File: src/rtl/fpu_pkg.sv
// Shared FPU result types: exception flag bundle and the stored result entry.
package fpu_pkg;

    typedef struct packed {
        logic ovf;
        logic unf;
        logic inv;
    } fpu_flags_t;

    typedef struct packed {
        logic [31:0] res;
        fpu_flags_t  flags;
    } fpu_entry_t;

    localparam int unsigned FPU_ENTRY_W   = $bits(fpu_entry_t);
    localparam int unsigned FPU_ERR_ISSUE = 0;
    localparam int unsigned FPU_ERR_DROP  = 1;

    function automatic fpu_entry_t fpu_make_entry(input logic [31:0] res,
                                                  input logic        ovf,
                                                  input logic        unf,
                                                  input logic        inv);
        fpu_entry_t e;
        e.res       = res;
        e.flags.ovf = ovf;
        e.flags.unf = unf;
        e.flags.inv = inv;
        return e;
    endfunction

endpackage

File: src/rtl/fpu_sync_fifo.sv
// Single-clock first-word-fall-through FIFO with occupancy count.
// Storage is cleared on reset so the head reads zero until the first write.
module fpu_sync_fifo #(
    parameter int unsigned WIDTH = 35,
    parameter int unsigned DEPTH = 8
) (
    input  logic                       clk,
    input  logic                       rst,
    input  logic                       push,
    input  logic                       pop,
    input  logic [WIDTH-1:0]           wdata,
    output logic [WIDTH-1:0]           rdata,
    output logic                       full,
    output logic                       empty,
    output logic [$clog2(DEPTH+1)-1:0] count
);

    localparam int unsigned AW = $clog2(DEPTH);
    localparam int unsigned CW = $clog2(DEPTH+1);

    logic [WIDTH-1:0] mem [DEPTH];
    logic [AW-1:0]    wr_ptr;
    logic [AW-1:0]    rd_ptr;
    logic             do_push;
    logic             do_pop;

    assign full    = (count == CW'(DEPTH));
    assign empty   = (count == '0);
    assign do_pop  = pop && !empty;
    // A full FIFO still takes a write when the head leaves in the same cycle.
    assign do_push = push && (!full || do_pop);
    assign rdata   = mem[rd_ptr];

    always_ff @(posedge clk) begin
        if (rst) begin
            for (int i = 0; i < DEPTH; i++) begin
                mem[i] <= '0;
            end
            wr_ptr <= '0;
            rd_ptr <= '0;
            count  <= '0;
        end else begin
            if (do_push) begin
                mem[wr_ptr] <= wdata;
                wr_ptr      <= wr_ptr + 1'b1;
            end
            if (do_pop) begin
                rd_ptr <= rd_ptr + 1'b1;
            end
            case ({do_push, do_pop})
                2'b10:   count <= count + 1'b1;
                2'b01:   count <= count - 1'b1;
                default: count <= count;
            endcase
        end
    end

endmodule

File: src/rtl/fpu_result_collector.sv
// Collects results of a fixed-latency FPU pipe into a FIFO, issuing credits so
// upstream never launches more operations than the FIFO can absorb.
module fpu_result_collector
    import fpu_pkg::*;
#(
    parameter int unsigned DEPTH  = 8,
    parameter int          L_PIPE = 3
) (
    input  logic                       clk,
    input  logic                       rst,
    input  logic                       i_issue,
    input  logic                       i_valid,
    input  logic [31:0]                i_res,
    input  logic                       i_overflow,
    input  logic                       i_underflow,
    input  logic                       i_invalid,
    output logic                       o_issue_ok,
    output logic                       o_valid,
    input  logic                       i_ready,
    output logic [31:0]                o_res,
    output logic [2:0]                 o_flags,
    output logic [2:0]                 o_sticky,
    input  logic                       i_sticky_clr,
    output logic [$clog2(DEPTH+1)-1:0] o_count,
    output logic [1:0]                 o_err
);

    localparam int unsigned CW = $clog2(DEPTH+1);

    if (DEPTH < 2 || (DEPTH & (DEPTH - 1)) != 0 || L_PIPE < 1) begin : g_param_check
        $error("fpu_result_collector: DEPTH must be a power of two >= 2 and L_PIPE >= 1");
    end

    fpu_entry_t  wr_entry;
    fpu_entry_t  rd_entry;
    logic        fifo_full;
    logic        fifo_empty;
    logic        pop_req;
    logic        push_ok;
    logic        drop;
    logic        issue_acc;
    logic        issue_bad;
    logic [CW:0] occupancy;

    logic [CW-1:0] inflight;
    logic [CW-1:0] inflight_nxt;
    fpu_flags_t    sticky_q;
    fpu_flags_t    sticky_nxt;
    logic [1:0]    err_q;
    logic [1:0]    err_nxt;

    assign wr_entry = fpu_make_entry(i_res, i_overflow, i_underflow, i_invalid);

    fpu_sync_fifo #(
        .WIDTH (FPU_ENTRY_W),
        .DEPTH (DEPTH)
    ) u_fifo (
        .clk   (clk),
        .rst   (rst),
        .push  (i_valid),
        .pop   (pop_req),
        .wdata (wr_entry),
        .rdata (rd_entry),
        .full  (fifo_full),
        .empty (fifo_empty),
        .count (o_count)
    );

    assign o_valid  = !fifo_empty;
    assign o_res    = rd_entry.res;
    assign o_flags  = rd_entry.flags;
    assign o_sticky = sticky_q;
    assign o_err    = err_q;

    assign pop_req = o_valid && i_ready;
    assign push_ok = i_valid && (!fifo_full || pop_req);
    assign drop    = i_valid && fifo_full && !pop_req;

    // Credits cover both stored entries and results still travelling in the pipe.
    assign occupancy  = {1'b0, o_count} + {1'b0, inflight};
    assign o_issue_ok = (occupancy < (CW+1)'(DEPTH));
    assign issue_acc  = i_issue && o_issue_ok;
    assign issue_bad  = i_issue && !o_issue_ok;

    always_comb begin
        inflight_nxt = inflight;
        if (issue_acc && !i_valid) begin
            inflight_nxt = inflight + 1'b1;
        end else if (!issue_acc && i_valid && (inflight != '0)) begin
            inflight_nxt = inflight - 1'b1;
        end
    end

    always_comb begin
        sticky_nxt = sticky_q;
        if (i_sticky_clr) begin
            sticky_nxt = '0;
        end else if (push_ok) begin
            sticky_nxt = sticky_q | wr_entry.flags;
        end
    end

    always_comb begin
        err_nxt                = err_q;
        err_nxt[FPU_ERR_DROP]  = err_q[FPU_ERR_DROP]  | drop;
        err_nxt[FPU_ERR_ISSUE] = err_q[FPU_ERR_ISSUE] | issue_bad;
    end

    always_ff @(posedge clk) begin
        if (rst) begin
            inflight <= '0;
            sticky_q <= '0;
            err_q    <= '0;
        end else begin
            inflight <= inflight_nxt;
            sticky_q <= sticky_nxt;
            err_q    <= err_nxt;
        end
    end

endmodule

File: config.mk
export PLATFORM = sky130hd
export DESIGN_NAME = fpu_result_collector
export DESIGN_NICKNAME = d
export VERILOG_FILES = /design/src/rtl/fpu_pkg.sv /design/src/rtl/fpu_sync_fifo.sv /design/src/rtl/fpu_result_collector.sv
export SDC_FILE = /design/constraint.sdc
export NUM_CORES = 1
export LEC_CHECK = 0
export ABC_AREA = 1
export CAP_MARGIN = 30
export CORE_MARGIN = 4
export CORE_UTILIZATION = 30
export CTS_CLUSTER_DIAMETER = 100
export CTS_CLUSTER_SIZE = 20
export DETAILED_ROUTE_END_ITERATION = 10
export PLACE_DENSITY = 0.42
export SLEW_MARGIN = 5
export SYNTH_ARGS = -nofsm -noshare
export SYNTH_HDL_FRONTEND = slang
export SYNTH_SLANG_ARGS = --single-unit
export TNS_END_PERCENT = 100
File: constraint.sdc
create_clock -name clk -period 3.7 [get_ports clk]
set_clock_uncertainty 0.15 [all_clocks]
set_input_delay 0.555 -clock clk [delete_from_list [all_inputs] [get_ports clk]]
set_output_delay 0.555 -clock clk [all_outputs]
set_load 0.02 [all_outputs]
Word level (Yosys, flattened, before mapping)
Memory sizes are Yosys's and may differ from the RTL's. A register that Yosys moved wholly into a read port is not among the register bits.
Index checks and enable logic that the tools add are counted.
{ "word_totals": {"memories": 1, "ram_bits": 280, "register_bits": 19} }
{ "op_classes": {"eq_ne": 3, "reduce_logical": 25, "add_sub_neg": 7, "order_cmp": 1, "n_bitwise": 3, "muxes": 13} }
{ "mem_list": {"columns": ["name", "depth", "word_bits", "read_ports", "rd_clocked_by_memory_dff", "wr", "line_no", "rtl"], "rows": [
  ["u_fifo.mem", 8, 35, 1, 1, 8, "fpu_sync_fifo.sv:21", "logic [WIDTH-1:0] mem [DEPTH];"]
]} }
{ "ops": {"columns": ["cell", "count"], "rows": [
  ["two-way mux 35 bit", 1],
  ["OR reduction 35 bit", 1],
  ["logical AND 1 bit", 11],
  ["two-way mux 3 bit", 3],
  ["adder 4 x 1 -> 4 bit, second input constant", 2],
  ["two-way mux 4 bit", 2],
  ["one-hot mux 4 bit (2 select lines)", 1],
  ["subtractor 4 x 1 -> 4 bit, second input constant", 2],
  ["adder 3 x 1 -> 3 bit, second input constant", 2],
  ["logical NOT 1 bit", 6],
  ["two-way mux 1 bit", 6],
  ["adder 4 x 4 -> 5 bit", 1],
  ["< comparator 5 x 4 -> 1 bit, second input constant", 1],
  ["== test 4 bit, second input constant", 1],
  ["logical NOT 4 bit", 1],
  ["nonzero test 2 bit", 2],
  ["nonzero test 4 bit", 1],
  ["OR 3 bit", 1],
  ["== test 2 x 1 -> 1 bit, second input constant", 1],
  ["== test 2 bit, second input constant", 1],
  ["logical OR 1 bit", 2],
  ["OR 1 bit", 2],
  ["OR reduction 2 bit", 1]
]} }

Depth between registers and ports, before layout
{ "depth": {"ltp_word": 11, "mapped_depth": 15, "ltp_nobuf": 15} }

Hierarchy
From an unflattened synthesis, not the netlist that was laid out.
{ "unflattened": {"cells_unflattened": 1229, "area_unflattened_um2": 13460.4} }
{ "modules_own_cells": {"columns": ["mod", "cells_per_inst", "area_each_um2", "instances", "seq_area_each_um2"], "rows": [
  ["fpu_sync_fifo", 1157, 12901.1, 1, 8668.3],
  ["fpu_result_collector", 72, 559.3, 1, 180.2]
]} }

Least setup slack after synthesis
OpenSTA, ideal clock, no wires.
{ "synth_timing": {"path_kind": "register -> register", "start": "register u_fifo.count[1]", "end": "memory u_fifo.mem[0][0] (enable)", "path_slack_ps": 981, "synth_period_minus_slack_ps": 2719, "n_path_buf": 1, "path_stages_with_launch": 8, "t_arrival_ps": 2177, "path_cell_list": "dfxtp_1 -> nor2_1 -> nand3_2 -> nand2_4 -> nor3_4 -> nand2_4 -> buf_6 -> nand2_1"} }
{ "synth_lines": {"columns": ["item", "line_no", "rtl"], "rows": [
  ["start: declaration", "fpu_sync_fifo.sv:15", "output logic [$clog2(DEPTH+1)-1:0] count"],
  ["start signal: assignment", "fpu_sync_fifo.sv:51", "2'b10: count <= count + 1'b1;"],
  ["start signal: assignment", "fpu_sync_fifo.sv:52", "2'b01: count <= count - 1'b1;"],
  ["start signal: assignment", "fpu_sync_fifo.sv:53", "default: count <= count;"],
  ["end: declaration", "fpu_sync_fifo.sv:21", null]
]} }

==> impl_metrics.yaml <==
synth:
  netlist_area_mm2: 0.0133
  syn_nets: 1345
  yosysSeqAreaShare_pct: 66.6
  yosysUniqueCellTypes: 28
  syn_avg_cell_area_um2: 10.3
  yosys_warnings: 0
  synth-seq-cells: 302
  syn_inst: 1292
sta:
  slew_viol_final: 0
  period_share_pct: 94.6
  slew_headroom_pct: 58.1
  fmax_ghz: 0.286
  tightest_slew_ns: 0.629
  rsz0062_at_grt: "no"
  finalSetupViolCount: 0
  hold_violations: 0
  min_period_ns: 3.50
  setup_tns_ns: 0
flow_run:
  max_cap_viol_count: 0
cts:
  cts_hold_buf: 0
  cts_tree: "done"
  cts-root-buf: "clkbuf_16"
  clk_pin_slew_worst_paths_ns: 0.07
  cts_sinks: 302
  clockBufferDepth: 3
  worst_skew_pair.late_latency_ns: 0.53
  h-tree-depth: 1
  numCtsBuffers: 19
layout:
  nNetsFinal: 1413
  fillers: 4445
  final_cell_mix: "545 x nor2_1, 280 x edfxtp_1, 150 x o21ai_0, 86 x clkdlybuf4s50_1, 60 x inv_1"
  drive_gt1_share_pct: 6.07
  post-route-util_pct: 35.6
  ff_latch_area_mm2: 0.00885
  area_growth_pct: 16.3
  stdcell_count: 1952
  mostFrequentLayoutCell: "nor2_1"
  multiInputGateArea_mm2: 0.00381
  num_antenna_cells: 0
placement:
  numPortBuffers: 86
  place_congestion: 0.728
  dp_cells: 1923
  dp_hpwl_um: 21700
routing:
  dr.first_iter.drc_count: 645
  wl_per_cell_um: 19.8
  ant_nets: 0
  via_per_inst: 4.82
  drcViolationCount: 0
  dr.pass1.iters: 4
  num_vias: 9414
  drt_wl_total_um: 38600
power_and_ir_drop:
  power.density_mw_per_mm2: 617
  power_leakage_nw: 5.90
  peakVddDrop_mv: 0.314
floorplan:
  ios: 87
  initial_core_util_pct: 30.6
  die_h_um: 218
  die_x_um: 218
  dieArea_mm2: 0.0477
  core_mm2: 0.0435
  rows: 76
critical_path:
  cp.required_ns: 2.99
  reg2reg_from: "u_fifo.count[3]$_SDFFE_PP0P_"
  path_class: "reg2out"
  r2r_cells: 13
  slowest_stage: "clkdlybuf4s50_1"
  slowest_delay_ns: 0.68
  end_kind: "primary output"
  timing.rr.end: "inflight[3]$_SDFFE_PP0P_"
  cp_top_family: "buffers and inverters"
  critPathArrivalTime_ns: 2.80
  crit_buf_inv: 3
  worstSetupStartpointType: "register"
  path_cells: "inv_2 > buf_4 > o21ai_0 > o22ai_1 > nor2_1 > a31oi_1 > clkdlybuf4s50_1"
  cp_max_fo: 19
  rrSetupSlack_ns: 1.09
global_route:
  antenna_found_initial: 0
  grt_pass1_vias: 9731
  grt_usage_pct: 16.0
  grt_max_degree: 71
  grt_remaining_overflow: 0
  grt_pass1_wl_um: 59100
min_path:
  min_path_cells: 2
  min_to: "o_sticky[0]$_SDFFE_PP0P_"
  hold_class: "reg2reg"
  hold_start: "o_sticky[0]$_SDFFE_PP0P_"
status:
  status: "finished clean"
-- flip-flops by register name, indices dropped and copies added (netlist names), named ones only --
name,cells
u_fifo.mem,280
u_fifo.wr_ptr,3
o_sticky,3
u_fifo.count,4
inflight,4
u_fifo.rd_ptr,3
o_err,2
-- kinds of logic (layout without fill, tap and decap cells) --
logic type      after synthesis  after routing  share of synthesized area, %
compound gates              242            242                          9.83
xor+xnor                      2              2                         0.132
fa+ha+maj                    12             12                          1.24
buf+inv                     141            216                          4.90
flops                       302            302                          66.6
simple gates                593            593                          17.3
-- stage by stage --
stage | cell area, um2 | total power [mW] | setup slack [ns] | hold slack [ns]
after global routing | 15500 | 10.1 | 0.0291 | 0.333
after CTS | 15400 | 9.65 | 0.0552 | 0.310
after floorplan | 13300 | 6.12 | 0.981 | 0.262
after global placement | 14900 | 7.49 | 0.603 | 0.293
after detailed placement | 14900 | 7.50 | 0.587 | 0.294
final | 15500 | 9.54 | 0.199 | 0.307
-- area by class of cell --
class                      count  share of cell area (%)
timing repair buffer         125                    8.35
tap                          585                    4.74
sequential                   302                    57.3
multi-input combinational    849                    24.6
inverter                      63                    1.56
clock buffer                  25                    3.22
clock inverter                 3                   0.186
-- where the power goes --
| group | internal (mW) | total (mW) | switching (mW) |
|---|---|---|---|
| sequential | 3.96 | 4.10 | 0.136 |
| combinational | 1.26 | 3.29 | 2.04 |
| clock | 0.964 | 2.14 | 1.18 |
| total | 6.18 | 9.54 | 3.35 |
-- layer usage --
| layer | vias to the layer above | track usage [%] | part of all wire (%) |
|---|---|---|---|
| li1 | 4510 | - | - |
| met1 | 4681 | 22.7 | 46 |
| met2 | 192 | 26.8 | 48 |
| met3 | 31 | 1.79 | 4.2 |
| met4 | 0 | 3.03 | 1.7 |
| met5 | - | 0 | 0 |
-- worst min-delay path, delay by kind of cell, from the launching register on --
kind,cells,cell delay [ns]
AO/OA/AOI/OAI,1,0.05
buffers and inverters,1,0.05
flip-flops,1,0.32
-- worst max-delay path by stage --
stage,to,from,depth (start not counted),slack (ns)
after detailed placement,o_res[21],register,7,0.59
after global placement,o_res[21],register,7,0.60
after CTS,o_res[21],register,7,0.06
final,o_res[31],register,7,0.20
after floorplan,u_fifo.mem[0][0]$_SDFFCE_PN0P_,u_fifo.count[1]$_SDFFE_PP0P_,7,0.98
after global routing,o_res[6],register,7,0.03
-- synthesized netlist by cell type, drive strengths merged --
| master | n | area share [%] |
|---|---|---|
| nor2 | 546 | 15 |
| nand4 | 2 | 0.094 |
| nand3 | 5 | 0.23 |
| edfxtp | 280 | 63 |
| o21ai | 150 | 5.7 |
| a21oi | 19 | 0.72 |
| buf | 41 | 2.1 |
| dfxtp | 22 | 3.3 |
| clkinv | 1 | 0.028 |
| nor3 | 2 | 0.16 |
| o21a | 2 | 0.11 |
| inv | 62 | 1.8 |
| fa | 2 | 0.30 |
| clkbuf | 37 | 1.0 |
| o21bai | 1 | 0.057 |
| xnor2 | 2 | 0.13 |
| o22ai | 35 | 1.6 |
| a31oi | 35 | 1.6 |
| ha | 10 | 0.94 |
| nand2 | 37 | 1.3 |
| or2 | 1 | 0.047 |
-- timing repair --
item / CTS / global route
buffers inserted: 0 / 1
setup endpoints to repair: 1 / 4
gates resized for setup: 1 / 2
No activity file was read; power rests on OpenSTA's default activity.
==> patch 1, RTL diff (config.mk and constraints unchanged) <==
`DEPTH` is set to 8 in 2 places; all go to 16.
--- a/src/rtl/fpu_sync_fifo.sv
+++ b/src/rtl/fpu_sync_fifo.sv
@@ -2,7 +2,7 @@
 // Storage is cleared on reset so the head reads zero until the first write.
 module fpu_sync_fifo #(
     parameter int unsigned WIDTH = 35,
-    parameter int unsigned DEPTH = 8
+    parameter int unsigned DEPTH = 16
 ) (
     input  logic                       clk,
     input  logic                       rst,
--- a/src/rtl/fpu_result_collector.sv
+++ b/src/rtl/fpu_result_collector.sv
@@ -3,7 +3,7 @@
 module fpu_result_collector
     import fpu_pkg::*;
 #(
-    parameter int unsigned DEPTH  = 8,
+    parameter int unsigned DEPTH  = 16,
     parameter int          L_PIPE = 3
 ) (
     input  logic                       clk,
Interface: changed (resized o_count); port bits go from 87 to 88. No check against the original RTL was run, so the function may have changed too.
==> patch 1 against the unedited design <==
Synthesized area is 100% higher. Sequential share of layout area is 0.52 points higher. Wire length is 120% higher. Cell area is 94% higher. Power is 67% higher. Critical path depth stayed put. Core utilization is 1.1 points lower. Critical path type unchanged. Sequential cell count is 285 higher. Worst setup slack worse by 0.066 ns. First-iteration DRC count is 130% higher. Highest routed layer unchanged. Maximum frequency is 1.9% lower. Non-clock buffer count is 63 higher.
==> patch 1: results <==
group,metric,value,unit
final_layout,clk_share,3.17,%
status,status,"complete, no violations",
final_layout,clkbuf_count,38,
synthesis,synth_common_cells,"nor2_1, edfxtp_1, inv_1",
route,vias_per_cell,5.00,
setup_path,slowest_delay,0.62,ns
final_layout,layout.nonclk_buf_share,6.58,%
route,dr.first_iter.drc_count,1500,
final_layout,multi_input_area_share,24.9,%
route,first_pass_iters,5,
final_layout,drive_gt1_share,8.01,%
synthesis,synthMuxAreaShare,5.28,%
clock_tree,clkSinkCount,587,
clock_tree,clock_latency,0.57,ns
power_and_ir_drop,vdd_drop_max,0.275,mV
synthesis,synth_area_leaders,"edfxtp_1, nor2_1, mux2i_1, o211ai_1, o21ai_0",
clock_tree,htree_levels,2,
final_layout,nFillCells,8851,
synthesis,synth_edf_count,560,
final_layout,top_regs,"u_fifo.mem: 560 flops, inflight: 5 flops, u_fifo.count: 5 flops",
placement,port_buffers,87,
power_and_ir_drop,p_leak,0.0112,uW
final_layout,nNonClkInverters,212,
final_layout,num-multi-input-gates,1391,
grt,grt_usage,18.1,%
setup_path,crit_arrival,2.86,ns
synthesis,synth-xor-area-share,0.132,%
grt,grt_max_degree,102,
final_layout,antennaDiodeCount,1,
grt,first_global_vias,18300,
final_layout,seqCellArea,17400,um^2
synthesis,syn_nets,2433,
timing,tightest_slew,0.766,ns
synthesis,synth-adder-area-share,0.859,%
grt,grt_pass1_wl,126,mm
synthesis,yosysSeqAreaShare,65.4,%
final_layout,fin_nets,2473,
placement,place_congestion,0.735,
final_layout,nNonClkBuffers,188,
synthesis,synth_compound_area_share,10.6,%
-- patch 1: cell types whose count changed in the layout (fill, tap and decap cells not counted), sizes merged, moves of 37 or more --
| cell | before | now |
|---|---|---|
| edfxtp | 280 | 560 |
| inv | 66 | 214 |
| nand3 | 5 | 51 |
| a21oi | 19 | 158 |
| buf | 39 | 104 |
| mux2i | 0 | 140 |
| nand2 | 37 | 103 |
| nor2 | 546 | 583 |
| o211ai | 0 | 140 |
-- patch 1: path summary, 6_finish.rpt --
path	startpoint	to	slack, ns	cells after the start
worst max-delay path	flip-flop	o_flags[0]	0.13	7
worst min-delay path	o_sticky[1]	o_sticky[1]	0.31	2
worst max register to register	u_fifo.count[0]	u_fifo.count[4]	0.74	13
worst min register to register	o_sticky[1]	o_sticky[1]	0.31	2
-- patch 1: layer usage --
layer	GRT usage (%)	part of all wire, %
met5	0	0
met4	3.91	2.0
met3	2.21	4.3
met2	30.4	48
met1	25.2	46
-- patch 1: repair_timing --
item	CTS	global route
setup buffers	1	3
gates resized for setup	0	2
endpoints found under the setup margin	1	6
hold buffers	0	0
pin swaps	0	0
gates cloned	0	0
-- patch 1: metrics by stage --
step | cells | setup WS, ns | area (um^2) | util (%) | hold slack [ns]
after detailed placement | 3529 | 0.650 | 29000 | 33.2 | 0.301
final | 3578 | 0.132 | 30000 | 34.4 | 0.313
after global routing | 3577 | 0.0161 | 30000 | 34.4 | 0.327
after floorplan | 2375 | 0.869 | 26500 | - | 0.284
after global placement | 3529 | 0.641 | 29000 | 33.2 | 0.293
after CTS | 3574 | 0.0251 | 30000 | 34.4 | 0.317
-- patch 1: power by group --
group          internal (uW)  leakage (uW)  total [uW]  switching (uW)
clock                   1770      0.000471        4020            2250
sequential              7580       0.00602        7760             178
combinational           1580       0.00469        4110            2530
==> patch 2, RTL diff (same settings) <==
Made on the original files. Compare `count` against `CW'(DEPTH)` with >= in place of ==.
--- a/src/rtl/fpu_sync_fifo.sv
+++ b/src/rtl/fpu_sync_fifo.sv
@@ -24,7 +24,7 @@
     logic             do_push;
     logic             do_pop;
 
-    assign full    = (count == CW'(DEPTH));
+    assign full    = (count >= CW'(DEPTH));
     assign empty   = (count == '0);
     assign do_pop  = pop && !empty;
     // A full FIFO still takes a write when the head leaves in the same cycle.
Behaviour: no difference found for any inputs over 4 cycles, from zero or initial values and one cycle with rst high; that may be too few to reach the edited logic, so the function may still have changed.
==> patch 2 against the unedited design <==
Wire length is 0.62% lower. Global-route usage is 0.14 points lower. Worst setup slack worse by 0.076 ns. Via count is 1.2% lower. Power is 2.2% higher. Sequential cell count stayed put. First-iteration DRC count is 10% lower. Die area hardly changed. Cell area hardly changed. Non-clock buffer count is 5 lower. Register-to-register slack better by 0.02 ns. Synthesized area hardly changed. Critical path type unchanged. Largest cell class unchanged.
==> patch 2: results <==
group,metric,value,unit
grt,grt_max_degree,71,
setup_path,cp_top_family,"buffers and inverters",
worst_hold_path,worstHoldPathCells,2,
placement,dpl.hpwl,20.1,mm
route,dr.first_iter.drc_count,580,
final_layout,antennaDiodeCount,0,
power_and_ir_drop,intPower,6280,uW
synthesis,synth_edf_count,280,
placement,placedInstanceArea,14900,um^2
synthesis,yosys_warnings,0,
synthesis,syn_nets,1346,
final_layout,fin_nets,1409,
route,vias_per_cell,4.78,
power_and_ir_drop,p_clk_share,21.7,%
route,first_pass_iters,5,
synthesis,synth_common_cells,"nor2_1, edfxtp_1, o21ai_0",
synthesis,yosysSeqAreaShare,66.6,%
synthesis,synthFlopType,"edfxtp_1",
status,status,"complete, no violations",
clock_tree,cts_resized,0,
synthesis,synth-async-reset-ratio,0,%
synthesis,yosysUniqueCellTypes,27,
setup_path,crit_slowest_cell,"clkdlybuf4s50_1",
setup_path,rr_worst_depth,13,
final_layout,drive_gt1_share,6.17,%
power_and_ir_drop,p_leak,0.00586,uW
synthesis,synth_area_leaders,"edfxtp_1, nor2_1, o21ai_0, dfxtp_1, a31oi_1",
setup_path,crit_fanout,25,
power_and_ir_drop,vdd_drop_max,0.376,mV
clock_tree,clk_pin_slew_worst_paths,0.09,ns
placement,port_buffers,86,
clock_tree,cts_hold_buffers,0,
clock_tree,clock_latency,0.52,ns
setup_path,slowest_delay,0.69,ns
grt,grt_pass1_wl,58.6,mm
clock_tree,root_buffer,"clkbuf_16",
worst_hold_path,min_path_type,"reg2reg",
clock_tree,cts_max_path_buffers,3,
grt,grt_usage,15.9,%
clock_tree,cts_made_buffers,19,
route,wl_per_cell,19.7,um
placement,place_congestion,0.723,
clock_tree,cts_setup_buffers,0,
power_and_ir_drop,pwr.group.sequential,4130,uW
setup_path,crit_arrival,2.87,ns
grt,first_global_vias,9536,
clock_tree,htree_levels,1,
timing,relSlewSlack,56.4,%
grt,grt_antenna_before_repair,0,
final_layout,nFillCells,4396,
[patch 2: area by class of cell]
class	count	area, um^2	share of cell area [%]
clock inverters	3	30.0	0.194
well taps	585	732	4.73
clock buffers	23	490	3.17
inverters	64	243	1.57
repair buffers	120	1290	8.36
flip-flops and latches	302	8850	57.3
multi-input cells	849	3820	24.7
[patch 2: worst reg2reg max path: stages, from the launching register on]
cell and delay [ns]:
dfxtp_1 0.42, ha_1 0.26, nor3_1 0.31, nand4_1 0.34, ha_1 0.39, a21oi_1 0.14, nor2_1 0.05, nor2_1 0.11
inv_1 0.05, nand2_1 0.07, nand3_1 0.08, nand2_1 0.06, inv_1 0.03, nor2_1 0.08
[patch 2: cell families after synthesis]
| group | synth area share [%] |
|---|---|
| and+or+nand+nor | 17.5 |
| DFF | 66.6 |
| AOI/OAI and AO/OA | 9.71 |
| buffers and inverters | 4.76 |
| adders and majority gates | 1.24 |
| xor gates and xnor gates | 0.132 |
[patch 2: per-layer routing]
layer	part of all wire [%]	vias to the layer above	wire (um)	track usage (%)
met1	48	4601	18400	22.9
met4	1.5	0	585	2.65
li1	-	4500	-	-
met3	3.6	30	1400	1.78
met2	47	173	18000	26.3
met5	0	-	0	0
[patch 2: worst paths after layout]
path,start,endpoint,slack (ns)
hold / removal,o_sticky[0],o_sticky[0],0.31
hold reg to reg,o_sticky[0],o_sticky[0],0.31
setup reg to reg,u_fifo.count[3],inflight[3],1.11
setup / recovery,flip-flop,o_res[12],0.12
[patch 2: per-stage QoR]
stage	setup TNS (ns)	std cells	total power, uW	setup WS (ns)
after floorplan	0	1293	6270	0.782
after global placement	0	1919	7770	0.590
after detailed placement	0	1919	7760	0.566
after CTS	0	1945	9870	0.00721
after global routing	-0.0202	1946	10300	-0.0197
final	0	1946	9750	0.123
